$ cat src/rtl/mmio_seg_pkg.sv
`default_nettype none
// ============================================================================
// mmio_seg_pkg : register map, CTRL bit positions and seven-segment glyphs
// Rev 1.0
// ============================================================================
package mmio_seg_pkg;

  localparam logic [3:0] ADDR_DISP   = 4'h0;
  localparam logic [3:0] ADDR_SW     = 4'h4;
  localparam logic [3:0] ADDR_CTRL   = 4'h8;
  localparam logic [3:0] ADDR_STATUS = 4'hC;

  localparam int CTRL_EN_BIT    = 0;
  localparam int CTRL_MODE_BIT  = 1;
  localparam int CTRL_BLANK_LSB = 2;
  localparam int STATUS_CHG_BIT = 0;

  localparam logic [6:0] SEG_OFF = 7'h7F;

  typedef enum logic {
    MODE_HEX = 1'b0,
    MODE_BIN = 1'b1
  } disp_mode_e;

  // Active-low {g,f,e,d,c,b,a} pattern for one hex digit.
  function automatic logic [6:0] hex_to_seg(input logic [3:0] value);
    logic [6:0] pattern;
    case (value)
      4'h0:    pattern = 7'h40;
      4'h1:    pattern = 7'h79;
      4'h2:    pattern = 7'h24;
      4'h3:    pattern = 7'h30;
      4'h4:    pattern = 7'h19;
      4'h5:    pattern = 7'h12;
      4'h6:    pattern = 7'h02;
      4'h7:    pattern = 7'h78;
      4'h8:    pattern = 7'h00;
      4'h9:    pattern = 7'h10;
      4'hA:    pattern = 7'h08;
      4'hB:    pattern = 7'h03;
      4'hC:    pattern = 7'h46;
      4'hD:    pattern = 7'h21;
      4'hE:    pattern = 7'h06;
      default: pattern = 7'h0E;
    endcase
    return pattern;
  endfunction

endpackage
`default_nettype wire

$ cat src/rtl/mmio_seg_io_sw_debounce.sv
`default_nettype none
// ============================================================================
// sw_debounce : two-flop synchroniser plus stability counter for a switch bus
// Rev 1.0
// ============================================================================
module sw_debounce #(
  parameter int WIDTH  = 8,
  parameter int CYCLES = 1024
) (
  input  logic             clk,
  input  logic             reset,
  input  logic [WIDTH-1:0] sw_i,
  output logic [WIDTH-1:0] stable_o,
  output logic             changed_o
);

  localparam int CNT_W = $clog2(CYCLES);

  logic [WIDTH-1:0] sync1_q;
  logic [WIDTH-1:0] sync2_q;
  logic [WIDTH-1:0] stable_q, stable_d;
  logic [CNT_W-1:0] cnt_q, cnt_d;
  logic             w_differ;
  logic             w_accept;

  always_ff @(posedge clk or posedge reset) begin
    if (reset) begin
      sync1_q  <= '0;
      sync2_q  <= '0;
      stable_q <= '0;
      cnt_q    <= '0;
    end else begin
      sync1_q  <= sw_i;
      sync2_q  <= sync1_q;
      stable_q <= stable_d;
      cnt_q    <= cnt_d;
    end
  end

  // Any return to the accepted value restarts the count, so glitches never land.
  always_comb begin
    w_differ = (sync2_q != stable_q);
    w_accept = w_differ && (cnt_q == CNT_W'(CYCLES - 1));
    stable_d = stable_q;
    cnt_d    = '0;
    if (w_accept) begin
      stable_d = sync2_q;
    end else if (w_differ) begin
      cnt_d = cnt_q + 1'b1;
    end
  end

  assign stable_o  = stable_q;
  assign changed_o = w_accept;

endmodule
`default_nettype wire

$ cat src/rtl/mmio_seg_io.sv
`default_nettype none
// ============================================================================
// mmio_seg_io : MMIO bridge to debounced switches and a multiplexed 7-seg display
// Rev 1.0
// ============================================================================
module mmio_seg_io #(
  parameter int N_DIGITS        = 4,
  parameter int SW_WIDTH        = 8,
  parameter int REFRESH_DIV     = 4096,
  parameter int DEBOUNCE_CYCLES = 1024
) (
  input  logic                clk,
  input  logic                reset,
  input  logic [3:0]          io_addr,
  input  logic                io_write_en,
  input  logic [31:0]         io_write_data,
  output logic [31:0]         io_read_data,
  input  logic [SW_WIDTH-1:0] sw,
  output logic [6:0]          seg,
  output logic [N_DIGITS-1:0] an
);

  import mmio_seg_pkg::*;

  localparam int DISP_W = 4 * N_DIGITS;
  localparam int CTRL_W = N_DIGITS + 2;
  localparam int PRE_W  = $clog2(REFRESH_DIV);
  localparam int IDX_W  = (N_DIGITS > 1) ? $clog2(N_DIGITS) : 1;

  logic [DISP_W-1:0]   disp_q, disp_d;
  logic [CTRL_W-1:0]   ctrl_q, ctrl_d;
  logic                chg_q, chg_d;
  logic [PRE_W-1:0]    pre_q, pre_d;
  logic [IDX_W-1:0]    idx_q, idx_d;
  logic [N_DIGITS-1:0] an_q, an_d;
  logic [6:0]          seg_q, seg_d;

  logic [SW_WIDTH-1:0] w_sw_stable;
  logic                w_sw_changed;
  logic                w_wr_disp, w_wr_ctrl, w_wr_status;
  logic                w_pre_wrap;
  logic [3:0]          w_nibble;
  logic                w_bit;
  logic                w_blank;
  logic                w_lit;
  logic [6:0]          w_glyph;

  sw_debounce #(
    .WIDTH  (SW_WIDTH),
    .CYCLES (DEBOUNCE_CYCLES)
  ) u_sw_debounce (
    .clk       (clk),
    .reset     (reset),
    .sw_i      (sw),
    .stable_o  (w_sw_stable),
    .changed_o (w_sw_changed)
  );

  generate
    if (DISP_W < 32) begin : g_wdata_unused
      logic w_unused_wdata;
      assign w_unused_wdata = ^io_write_data[31:DISP_W];
    end
  endgenerate

  always_ff @(posedge clk or posedge reset) begin
    if (reset) begin
      disp_q <= '0;
      ctrl_q <= CTRL_W'(1);
      chg_q  <= 1'b0;
      pre_q  <= '0;
      idx_q  <= '0;
      an_q   <= '1;
      seg_q  <= SEG_OFF;
    end else begin
      disp_q <= disp_d;
      ctrl_q <= ctrl_d;
      chg_q  <= chg_d;
      pre_q  <= pre_d;
      idx_q  <= idx_d;
      an_q   <= an_d;
      seg_q  <= seg_d;
    end
  end

  always_comb begin
    w_wr_disp   = io_write_en && (io_addr == ADDR_DISP);
    w_wr_ctrl   = io_write_en && (io_addr == ADDR_CTRL);
    w_wr_status = io_write_en && (io_addr == ADDR_STATUS);

    disp_d = w_wr_disp ? io_write_data[DISP_W-1:0] : disp_q;
    ctrl_d = w_wr_ctrl ? io_write_data[CTRL_W-1:0] : ctrl_q;

    // A change accepted in the same cycle as a clear must not be lost.
    chg_d = chg_q;
    if (w_wr_status && io_write_data[STATUS_CHG_BIT]) chg_d = 1'b0;
    if (w_sw_changed) chg_d = 1'b1;

    w_pre_wrap = (pre_q == PRE_W'(REFRESH_DIV - 1));
    pre_d      = w_pre_wrap ? '0 : pre_q + 1'b1;
    idx_d      = idx_q;
    if (w_pre_wrap) begin
      idx_d = (idx_q == IDX_W'(N_DIGITS - 1)) ? '0 : idx_q + 1'b1;
    end
  end

  always_comb begin
    w_nibble = '0;
    w_bit    = 1'b0;
    w_blank  = 1'b0;
    for (int i = 0; i < N_DIGITS; i++) begin
      if (idx_q == IDX_W'(i)) begin
        w_nibble = disp_q[4*i +: 4];
        w_bit    = disp_q[i];
        w_blank  = ctrl_q[CTRL_BLANK_LSB + i];
      end
    end

    w_lit = ctrl_q[CTRL_EN_BIT] && !w_blank;
    if (disp_mode_e'(ctrl_q[CTRL_MODE_BIT]) == MODE_BIN) begin
      w_glyph = hex_to_seg({3'b000, w_bit});
    end else begin
      w_glyph = hex_to_seg(w_nibble);
    end

    for (int i = 0; i < N_DIGITS; i++) begin
      an_d[i] = !(w_lit && (idx_q == IDX_W'(i)));
    end
    seg_d = w_lit ? w_glyph : SEG_OFF;
  end

  always_comb begin
    case (io_addr)
      ADDR_DISP:   io_read_data = 32'(disp_q);
      ADDR_SW:     io_read_data = 32'(w_sw_stable);
      ADDR_CTRL:   io_read_data = 32'(ctrl_q);
      ADDR_STATUS: io_read_data = {31'b0, chg_q};
      default:     io_read_data = 32'b0;
    endcase
  end

  assign an  = an_q;
  assign seg = seg_q;

endmodule
`default_nettype wire

$ cat config.mk
export PLATFORM = sky130hd
export DESIGN_NAME = mmio_seg_io
export DESIGN_NICKNAME = d
export VERILOG_FILES = /design/src/rtl/mmio_seg_pkg.sv /design/src/rtl/mmio_seg_io_sw_debounce.sv /design/src/rtl/mmio_seg_io.sv
export SDC_FILE = /design/constraint.sdc
export NUM_CORES = 1
export LEC_CHECK = 0
export BUFFER_PORTS_ARGS = -buffer_cell sky130_fd_sc_hd__buf_2
export CORE_UTILIZATION = 35
export DETAILED_ROUTE_END_ITERATION = 8
export MAX_ROUTING_LAYER = met4
export SYNTH_ARGS = -nofsm -noshare
export SYNTH_HDL_FRONTEND = slang
export SYNTH_SLANG_ARGS = --single-unit
$ cat constraint.sdc
create_clock -name clk -period 4.1 [get_ports clk]
set_clock_uncertainty 0.15 [all_clocks]
set_input_delay 0.615 -clock clk [delete_from_list [all_inputs] [get_ports clk]]
set_output_delay 0.615 -clock clk [all_outputs]
set_load 0.01 [all_outputs]
==> impl_metrics.yaml <==
min_path:
  hold_path.class: "reg -> reg"
detailed_routing:
  dr.pass1.iters: 4
  dr_total_vias: 2589
  drt-total-wl_um: 7510
  antenna_left: 0
  routed_via_density: 4.78
  drt_iter0_markers: 104
  drc: 0
  wl_per_cell_um: 13.9
cells_and_area:
  syn2layout_area_growth_pct: 16.3
  nFillCells: 1089
  fin_util: 0.424
  final_cell_mix: "70 x dfrtp_1, 57 x buf_2, 29 x mux2_1, 21 x nor2_1, 20 x nand2_1"
  n_antenna_cell: 0
  post_route_cells_drive_above_1_share: 0.256
  fin_nets: 457
  ff_latch_area_mm2: 0.00207
  layout.cells.most_common: "dfrtp_1"
  multi_input_area_mm2: 0.00177
cts:
  postCtsSetupBuffers: 0
  tritoncts: "yes"
  clk_latency_ns: 0.33
  hold_buffers: 0
  root_buffer: "clkbuf_16"
  cts_resized: 0
  cts_inserted_buffers: 9
  cts.sinks: 82
  clk_path_buf_depth: 2
  cts.clk_slew.worst_paths_ns: 0.06
  htree_levels: 3
global_routing:
  grt_use_met3: 0.0251
  grt-ovfl-total: 0
  met2_usage: 0.213
  grt_pass1_wl_um: 12500
  antenna_found_initial: 0
  grt-busiest-layer: "met2"
  grtUsageMet1: 0.194
  grt_pass1_vias: 2579
  grt_max_degree: 54
  grt_use_total: 0.143
placed_design:
  dp.final_hpwl_um: 5560
  io_buffers: 57
  gp_congestion: 0.795
  pre_cts_ws_ns: 1.19
logic_synthesis:
  synth_ff_type: "dfrtp_1"
  synth_area_per_cell_um2: 11.8
  synth_warnings: 0
  synth.distinct_cells: 58
  synth_area_mm2: 0.00402
  ys_seq_elements: 82
  seq_area_frac_synth: 0.515
  async_reset_ff_frac: 1.00
  synthCells: 339
  synth_edf_count: 0
floorplan:
  rows: 38
  ios: 90
  die_y_um: 109
  dieArea_mm2: 0.0119
  coreArea_mm2: 0.0110
  start_util: 0.364
  dieWidth_um: 109
pwr:
  pwr_density_cell_mw_per_mm2: 473
  peakVddDrop_mv: 0.200
  p_leak_nw: 2.19
worst_setup_path:
  endpoint_kind: "output port"
  endpoint: "io_read_data[4]"
  critPathArrivalTime_ns: 2.08
  critPathRequiredTime_ns: 3.34
  crit_path_max_fanout: 17
  ff2ff_path_depth: 9
  cp-start-kind: "input port"
  critPathLaunch: "io_addr[2]"
  timing.rr.start: "idx_q[0]$_DFFE_PP0N_"
  critPathKind: "in -> out"
  r2r_slack_ns: 1.47
  timing.rr.end: "seg[0]$_DFF_PP1_"
sta:
  layout_setup_ws_ns: 1.25
  worst_slew_pin_slew_ns: 0.900
  drv_slew: 0
  finalCriticalPeriod_ns: 2.85
  setup_violations: 0
  max_freq_ghz: 0.351
  finalCritPeriodShare: 0.695
  finalHoldViolCount: 0
  maxSlewHeadroom: 0.396
  fin_setup_tns_ns: 0
  rsz0062_at_grt: "false"
status:
  status: "completed"
flow_run:
  drv_cap: 0
==> layout make-up <==
| type | instances | share of cell area |
|---|---|---|
| Sequential cell | 82 | 0.442 |
| Tap cell | 140 | 0.0375 |
| Clock inverter | 5 | 0.0171 |
| Multi-Input combinational cell | 231 | 0.378 |
| Inverter | 16 | 0.0131 |
| Timing Repair Buffer | 58 | 0.0627 |
| Clock buffer | 10 | 0.0490 |
==> how the worst min path moves through the flow <==
stage	from	end	depth (start not counted)
floorplan	u_sw_debounce.sync1_q[0]$_DFF_PP0_	u_sw_debounce.sync2_q[0]$_DFF_PP0_	0
global placement	u_sw_debounce.sync1_q[0]$_DFF_PP0_	u_sw_debounce.sync2_q[0]$_DFF_PP0_	0
detailed placement	u_sw_debounce.sync1_q[1]$_DFF_PP0_	u_sw_debounce.sync2_q[1]$_DFF_PP0_	0
CTS	u_sw_debounce.sync1_q[1]$_DFF_PP0_	u_sw_debounce.sync2_q[1]$_DFF_PP0_	0
global route	u_sw_debounce.sync1_q[1]$_DFF_PP0_	u_sw_debounce.sync2_q[1]$_DFF_PP0_	0
finish	u_sw_debounce.sync1_q[1]$_DFF_PP0_	u_sw_debounce.sync2_q[1]$_DFF_PP0_	0
==> synthesized netlist by cell type (7+ instances only) <==
library cell | n | area [µm²]
buf_4 | 18 | 135
and2_1 | 8 | 50.1
dfrtp_1 | 70 | 1750
xor2_1 | 7 | 61.3
mux2_1 | 29 | 327
a21oi_1 | 8 | 40.0
xnor2_1 | 17 | 149
nand2_1 | 20 | 75.1
nand3_1 | 11 | 55.1
nor2_1 | 21 | 78.8
inv_1 | 16 | 60.1
dfstp_2 | 12 | 315
ha_1 | 12 | 150
==> layer usage <==
layer  vias to the layer above  routed length [µm]
met3                        10                 285
met5                         -                   0
met2                        63                3440
met4                         0                 117
li1                       1271                   -
met1                      1245                3670
==> state kept, by name (all words and copies together) (netlist names) <==
register / cells
pre_q: 12
idx_q: 2
u_sw_debounce.sync1_q: 8
u_sw_debounce.sync2_q: 8
disp_q: 16
seg: 7
an: 4
u_sw_debounce.cnt_q: 10
chg_q: 1
ctrl_q: 6
u_sw_debounce.stable_o: 8
==> logic make-up after synthesis <==
| group | count (synthesis) | share of synthesized area |
|---|---|---|
| simple gates | 93 | 0.136 |
| other cells | 1 | 0.000934 |
| buf+inv | 41 | 0.0595 |
| fa+ha+maj | 12 | 0.0374 |
| compound gates | 49 | 0.0975 |
| mux | 37 | 0.102 |
| flops | 82 | 0.515 |
| xor+xnor | 24 | 0.0523 |
==> metrics by stage <==
step           hold slack [ns]  std cells  area, µm²  total power, mW
3_5_place_dp             0.185        527       4360             1.39
2_1_floorplan            0.181        354       4070             1.29
6_report                 0.198        542       4670             2.21
3_3_place_gp             0.184        527       4360             1.38
5_1_grt                  0.201        542       4670             2.32
4_1_cts                  0.199        542       4670             2.24
==> power by group <==
part	internal [mW]	switching, mW
combinational	0.162	0.180
clock	0.529	0.305
sequential	0.937	0.0961
==> critical path, cell delays in order <==
cell and delay [ns]:
buf_2 0.15, nor4_4 0.81, a222oi_1 0.26, inv_1 0.11
buf_2 0.13
(Power assumes the default switching activity.)
